--- src/rtl/serial_neg_pkg.sv ---
// Shared definitions for the bit-serial negate sequencer: FSM encoding,
// default word width and counter sizing.
package serial_neg_pkg;

  localparam int DEFAULT_WIDTH = 8;

  typedef enum logic [1:0] {
    IDLE  = 2'd0,
    SHIFT = 2'd1,
    DONE  = 2'd2
  } state_t;

  // Bit counter must index 0..width-1; a 2-bit word still needs one bit.
  function automatic int cnt_w(input int width);
    return (width < 2) ? 1 : $clog2(width);
  endfunction

endpackage

--- src/rtl/twos_comp_bit.sv ---
// Serial two's-complement cell: passes bits through until the first 1 has
// been seen, then inverts every later bit when negating.
module twos_comp_bit (
  input  logic t_clk,
  input  logic r_n,
  input  logic clr,
  input  logic en,
  input  logic neg,
  input  logic b,
  output logic y
);

  logic seen_one;

  always_ff @(posedge t_clk or negedge r_n) begin
    if (!r_n) begin
      seen_one <= 1'b0;
    end else if (clr) begin
      seen_one <= 1'b0;
    end else if (en) begin
      seen_one <= seen_one | b;
    end
  end

  assign y = neg ? (b ^ seen_one) : b;

endmodule

--- src/rtl/serial_negate_ctrl.sv ---
// Sequencer that shifts a parallel word LSB-first through the serial
// complementer cell and reassembles the result behind valid/ready handshakes.
import serial_neg_pkg::*;

module serial_negate_ctrl #(
  parameter int WIDTH = DEFAULT_WIDTH
) (
  input  logic             t_clk,
  input  logic             r_n,
  input  logic             in_valid,
  output logic             in_ready,
  input  logic [WIDTH-1:0] in_data,
  input  logic             in_neg,
  output logic             out_valid,
  input  logic             out_ready,
  output logic [WIDTH-1:0] out_data,
  output logic             out_ovf,
  output logic             busy
);

  localparam int            CW       = cnt_w(WIDTH);
  localparam logic [CW-1:0] LAST     = CW'(WIDTH - 1);
  localparam logic [1:0]    ST_IDLE  = 2'(IDLE);
  localparam logic [1:0]    ST_SHIFT = 2'(SHIFT);
  localparam logic [1:0]    ST_DONE  = 2'(DONE);

  logic [1:0]       state;
  logic             armed;
  logic [WIDTH-1:0] sr;
  logic [WIDTH-1:0] result;
  logic [CW-1:0]    count;
  logic             neg;
  logic             ovf;
  logic             y;
  logic             accept;
  logic             done_hs;
  logic             shift_en;
  logic             last_bit;

  // armed keeps in_ready low until the first edge after reset release.
  assign in_ready  = armed & (state == ST_IDLE);
  assign out_valid = (state == ST_DONE);
  assign busy      = (state != ST_IDLE);
  assign out_data  = result;
  assign out_ovf   = ovf;

  assign accept   = in_valid & in_ready;
  assign done_hs  = out_valid & out_ready;
  assign shift_en = (state == ST_SHIFT);
  assign last_bit = shift_en && (count == LAST);

  twos_comp_bit u_cell (
    .t_clk (t_clk),
    .r_n   (r_n),
    .clr   (accept),
    .en    (shift_en),
    .neg   (neg),
    .b     (sr[0]),
    .y     (y)
  );

  always_ff @(posedge t_clk or negedge r_n) begin
    if (!r_n) begin
      state  <= ST_IDLE;
      armed  <= 1'b0;
      sr     <= '0;
      result <= '0;
      count  <= '0;
      neg    <= 1'b0;
      ovf    <= 1'b0;
    end else begin
      armed <= 1'b1;
      case (state)
        ST_IDLE: begin
          if (accept) begin
            sr     <= in_data;
            neg    <= in_neg;
            count  <= '0;
            result <= '0;
            ovf    <= 1'b0;
            state  <= ST_SHIFT;
          end
        end
        ST_SHIFT: begin
          result <= {y, result[WIDTH-1:1]};
          sr     <= {1'b0, sr[WIDTH-1:1]};
          count  <= count + 1'b1;
          if (last_bit) begin
            // MSB set with y still 1 means no lower bit was set: most-negative value.
            ovf   <= neg & sr[0] & y;
            state <= ST_DONE;
          end
        end
        ST_DONE: begin
          if (done_hs) begin
            state <= ST_IDLE;
          end
        end
        default: state <= ST_IDLE;
      endcase
    end
  end

endmodule

--- config.mk ---
export PLATFORM = sky130hd
export DESIGN_NAME = serial_negate_ctrl
export DESIGN_NICKNAME = d
export VERILOG_FILES = /design/src/rtl/serial_neg_pkg.sv /design/src/rtl/twos_comp_bit.sv /design/src/rtl/serial_negate_ctrl.sv
export SDC_FILE = /design/constraint.sdc
export NUM_CORES = 1
export LEC_CHECK = 0
export CAP_MARGIN = 20
export CORE_UTILIZATION = 35
export DETAILED_ROUTE_END_ITERATION = 8
export DONT_BUFFER_PORTS = 1
export PLACE_DENSITY = 0.6
export SKIP_LAST_GASP = 1
export SYNTH_ARGS = -nofsm -noshare
export SYNTH_HDL_FRONTEND = slang
export SYNTH_SLANG_ARGS = --single-unit
--- constraint.sdc ---
create_clock -name t_clk -period 1 [get_ports t_clk]
set_input_delay 0.3 -clock t_clk [delete_from_list [all_inputs] [get_ports t_clk]]
set_output_delay 0.3 -clock t_clk [all_outputs]
set_load 0.02 [all_outputs]
==> results.md, run 1 <==
- Status: complete, but fails checks
- Failing checks: negative setup slack
- Cells along the critical path: or2_4, nor2_4
- First-pass GRT wire length: 4710 um
- Mapped Area: 0.00113 sq mm
- Hold crit path type: in2reg
- Post-Place Setup Slack: -184 ps
- Initial Util: 37.0%
- Cell Rows: 20
- Combinational share of power: 53.1%
- Antenna-violating nets left: 0
- Leak Pwr: 0.796 nW
- Min cycle time layout: 1460 ps
- Power Dens Cells: 2910 mW/mm^2
- Max Fclk: 0.684 GHz
- Setup CP Type: reg2out
- Die Height: 58.8 um
- Post-DP HPWL: 1640 um
- Cell Count, Final, Fillers Out: 186
- H-tree levels: 1
- GRT Total Usage: 18.2%
- Drt initial violations: 25
- Worst setup SP type: flip-flop
- Ys Warns: 0
- Layout fillers: 283
- Bufs and invs on worst path: 0
- Vias per cell: 4.97
- IO Port Bufs: 0
- Final core utilization: 57.2%
- Ant. Diodes: 0
- First drt pass iteration count: 4
- Pint: 0.00299 W
- Remaining global-route overflow: 0
- CTS Sinks: 25
- Sw frac: 41.2%
- Slowest cell on the critical path: dfrtp_2
- Die width: 58.8 um
- Share of layout cells above drive strength 1: 57.0%
- Nets: 159
- Worst Min Path Start: in_neg
- Wire per inst: 15.2 um
- Final worst slack: -463 ps
- # DRC: 0
- Clk_skew: 9.40 ps
- Layout Area Growth over Synthesis: 54.4%
- Clock buffer depth: 2
- R2r startpoint: state[0]
- Core box area: 0.00305 sq mm
- NetSw: 0.00209 W
- Vias: 925
- I/O pins: 25
- RD Place Congestion: 0.733
- Die area: 0.00346 sq mm
- Seq pwr share: 38.3%
- Crit-path max cell delay: 430 ps
- Clock-pin slew on the worst setup and hold paths: 130 ps
- RSZ-0062 raised after global routing: yes
- Num CTS Buffers: 3
- Setup crit end kind: output pin
- Commonest non-fill, non-tap cell in the layout: nand2_1
- Critical Path RT: 700 ps
- Crit share post-route: 146%
- CTS tree: done
- Crit Path Max Fanout: 2
- Most frequent cells in the layout: 33 x nand2_1, 20 x nand3_2, 15 x dfrtp_1
- Final Hold Fails: 0
- Final setup violation count: 36
- Worst Setup SP: state[0]
- Top cells by area, synth: dfrtp_1 55%, nand2_1 12%, nand3_1 11%, ha_1 3.3%, buf_2 2.2%
- Post-synthesis register bit count: 25
- Yosys cell types: 24
- Seq/Total Area, Yosys: 55.3%
- Worst EP arrival: 1160 ps
- Clock Tree Root: clkbuf_4
- Worst vdd ir: 1.46 mV
- Worst skew pair latency: 310 ps
- Max Cap Viol: 0
- Clock network power share: 8.6%
- Yosys top cell by area: dfrtp_1
- Total wire length: 2820 um
- Dpl cells: 169
- Largest net degree at the start of global routing: 26
- Dominant delay contributor by cell family on the critical path: simple AND/OR/NAND/NOR gates
- Initial antenna violation count: 0
- Final Max Tran Viols: 0
- Mean Syn Cell Area: 9.43 sq um
- Post-Syn Nets: 136
- Vias in the first global route: 988
- Setup TNS: -10260 ps
- Synth top area share: 55.3%
- Cell count after synthesis: 120
## cell type report
type / instances / area (sq um) / share of cell area, %
Clock buffer: 4 / 26.3 / 1.50
Inverter: 3 / 11.3 / 0.645
Multi-Input combinational cell: 85 / 698 / 40.0
Sequential cell: 25 / 638 / 36.5
Tap cell: 44 / 55.1 / 3.15
Timing Repair Buffer: 25 / 318 / 18.2
## cells in the mapped netlist (all sizes together)
master / instances
dfrtp: 25
and4bb: 1
and2b: 1
nand3: 25
o311ai: 1
nand3b: 1
nor2: 2
ha: 3
or2: 1
nor2b: 1
nand4bb: 1
o21ai: 4
buf: 7
nand2b: 2
nand2: 38
conb: 1
a211oi: 1
a21oi: 1
mux2i: 1
inv: 3
## through the flow
| step | instance area, sq um | hold slack, ps | total power, W |
|---|---|---|---|
| global placement | 1350 | 5.03 | 0.00365 |
| finish | 1750 | 82.0 | 0.00508 |
| global route | 1750 | 70.8 | 0.00547 |
| floorplan | 1220 | 4.41 | 0.00310 |
| detailed placement | 1350 | 5.00 | 0.00374 |
| CTS | 1620 | 71.0 | 0.00474 |
## power groups by stage
stage,Combinational (W),Clock (W),Sequential [W]
3_5_place_dp,0.00183,0,0.00191
3_3_place_gp,0.00176,0,0.00189
4_1_cts,0.00237,0.000456,0.00192
2_1_floorplan,0.00126,0,0.00184
5_1_grt,0.00298,0.000497,0.00200
6_report,0.00270,0.000436,0.00195
## sequential cells by signal, summed over array words and instances, names as in the netlist
signal / flops
armed: 1
sr: 8
neg: 1
out_data: 8
state: 2
out_ovf: 1
count: 3
u_cell.seen_one: 1
## per-layer routing
| layer | global-route usage (%) | vias to the layer above | wire, um |
|---|---|---|---|
| li1 | - | 440 | - |
| met1 | 22.5 | 461 | 1200 |
| met2 | 32.3 | 22 | 1470 |
| met3 | 5.27 | 2 | 140 |
| met4 | 2.04 | 0 | 14 |
| met5 | 0 | - | 0 |
## what timing repair did
action | in CTS | in global routing
pin swaps | 8 | 20
hold buffers | 2 | 0
buffers inserted | 7 | 2
hold endpoints to repair | 25 | 0
cloned | 2 | 2
gates resized for setup | 35 | 21
setup endpoints to repair | 36 | 36
## cell families after synthesis
family	share of synthesized area, %
fa+ha+maj	3.32
flops	55.3
buf+inv	4.87
simple gates	30.2
other cells	0.332
compound gates	5.09
mux	0.885
## worst paths after layout
path | depth (start not counted) | to | slack [ps]
max in group asynchronous | 2 | out_data[2] | 430
max | 2 | in_ready | -460
min in group asynchronous | 2 | sr[1] | 400
max reg2reg | 6 | sr[7] | -400
min reg2reg | 2 | sr[6] | 540
min | 2 | neg | 80
(Power assumes the default switching activity.)
==> run 2, diff against run 1 <==
TNS_END_PERCENT = 50   (was default)
==> results.md, run 2 (synthesis gave the netlist of run 1 again) <==
- Worst reg-to-reg path cell count: 6
- R2R Setup Slk: -380 ps
- Nets: 157
- Final worst slack: -444 ps
- First drt pass iteration count: 4
- Setup TNS: -10430 ps
- RSZ-0062 raised after global routing: yes
- First-pass GRT wire length: 4330 um
- FF-to-FF End: out_ovf
- Initial antenna violation count: 0
- Vias per cell: 4.99
- Crit-path max cell delay: 410 ps
- Dpl cells: 169
- RD Place Congestion: 0.687
- Crit share post-route: 144%
- Worst vdd ir: 1.56 mV
- H-tree levels: 1
- Num CTS Buffers: 3
- Met1 wire length: 1120 um
- Largest net degree at the start of global routing: 26
- Total wire length: 2730 um
- Final setup violation count: 36
- Layout Area Growth over Synthesis: 47.6%
- Drt initial violations: 6
- DR top layer: met4
- Commonest non-fill, non-tap cell in the layout: nand2_1
- Max Fclk: 0.693 GHz
- CTS Sinks: 25
- Initial Util: 37.0%
- Failing checks: negative setup slack
- Slowest cell on the critical path: dfrtp_1
- Cells along the critical path: or2_4, nor2_4
- I/O pins: 25
- Vias in the first global route: 953
- Core box area: 0.00305 sq mm
- Hold EP: sr[7]
- CTS tree: done
- Clock-pin slew on the worst setup and hold paths: 140 ps
- Setup crit end kind: output pin
- Cell Count, Final, Fillers Out: 184
- Wire per inst: 14.8 um
- Met3 routed WL: 170 um
- Register Area: 627 sq um
- Die Height: 58.8 um
- Post-DP HPWL: 1690 um
- WL met2: 1430 um
- GRT Total Usage: 16.8%
- Worst Min Path Start: in_data[7]
- Hold depth: 2
- Die area: 0.00346 sq mm
- Bufs and invs on worst path: 0
- Worst skew pair latency: 320 ps
- Ant. Diodes: 0
- Worst setup SP type: flip-flop
- Most frequent cells in the layout: 33 x nand2_1, 24 x dfrtp_1, 18 x nand3_2
- Min cycle time layout: 1440 ps
- Cell Rows: 20
- Antenna-violating nets left: 0
- Crit Path Max Fanout: 2
- Die width: 58.8 um
- Dominant delay contributor by cell family on the critical path: simple AND/OR/NAND/NOR gates
- R2r startpoint: state[1]
- Setup CP Type: reg2out
- Final Max Tran Viols: 0
- Status: complete, but fails checks
- Leak Pwr: 0.777 nW
- Final core utilization: 54.7%
- Critical Path RT: 700 ps
- Max Cap Viol: 0
- Clock buffer depth: 2
- Clk_skew: 13.3 ps
- Power Dens Cells: 2920 mW/mm^2
- Final Hold Fails: 0
- Clock Tree Root: clkbuf_4
- Hold slack: 75.0 ps
- Post-Place Setup Slack: -157 ps
- Vias: 919
- Layout fillers: 282
- Multi-input logic area: 653 sq um
- Remaining global-route overflow: 0
- Share of layout cells above drive strength 1: 45.7%
- Worst EP arrival: 1140 ps
- # DRC: 0
- IO Port Bufs: 0
- Hold crit path type: in2reg
run 2: cell count changes in the layout (fill, tap and decap cells not counted), sizes merged:
cell / change
buf: -1
clkbuf: -1
run 2: worst reg2reg max path: stages (launching register included):
cell,delay [ps]
dfrtp_1,410
buf_6,120
buf_6,110
nand4bb_4,300
clkbuf_16,220
nand3_2,60
o21ai_1,60
run 2: layer usage:
metal / vias up / GRT usage, %
met5: - / 0
met4: 0 / 2.04
met3: 2 / 6.81
met2: 21 / 29.1
met1: 462 / 20.1
li1: 434 / -
run 2: how the worst max path moves through the flow:
| stage | startpoint | end | slack (ps) | cells after the start |
|---|---|---|---|---|
| after detailed placement | state[0] | sr[0] | -160 | 3 |
| after floorplan | state[1] | in_ready | -130 | 2 |
| after global placement | state[1] | sr[1] | -140 | 4 |
| after CTS | state[0] | in_ready | -480 | 2 |
| after global routing | state[0] | in_ready | -500 | 2 |
| final | state[1] | in_ready | -440 | 2 |
run 2: report_power, final:
part	switching, W	internal [W]
clock network	0.000293	0.000156
logic	0.00121	0.00131
registers	0.000503	0.00140
total	0.00201	0.00286
run 2: area by class of cell:
| class | instances | area share (%) |
|---|---|---|
| clock buffer | 4 | 1.57 |
| inverter | 3 | 0.675 |
| multi-input combinational | 85 | 39.1 |
| sequential | 25 | 37.6 |
| tap | 44 | 3.30 |
| timing repair buffer | 23 | 17.8 |
run 2: through the flow:
stage / total power [W] / area [sq um]
after floorplan: 0.00305 / 1210
after global placement: 0.00360 / 1340
after detailed placement: 0.00371 / 1340
after CTS: 0.00468 / 1550
after global routing: 0.00524 / 1670
final: 0.00487 / 1670
run 2: repair_timing:
item | in CTS | in global routing
setup buffers | 5 | 1
cloned | 2 | 1
hold buffers | 2 | 0
pin swaps | 4 | 13
gates resized for setup | 18 | 19
setup endpoints to repair | 36 | 36
hold endpoints to repair | 25 | 0
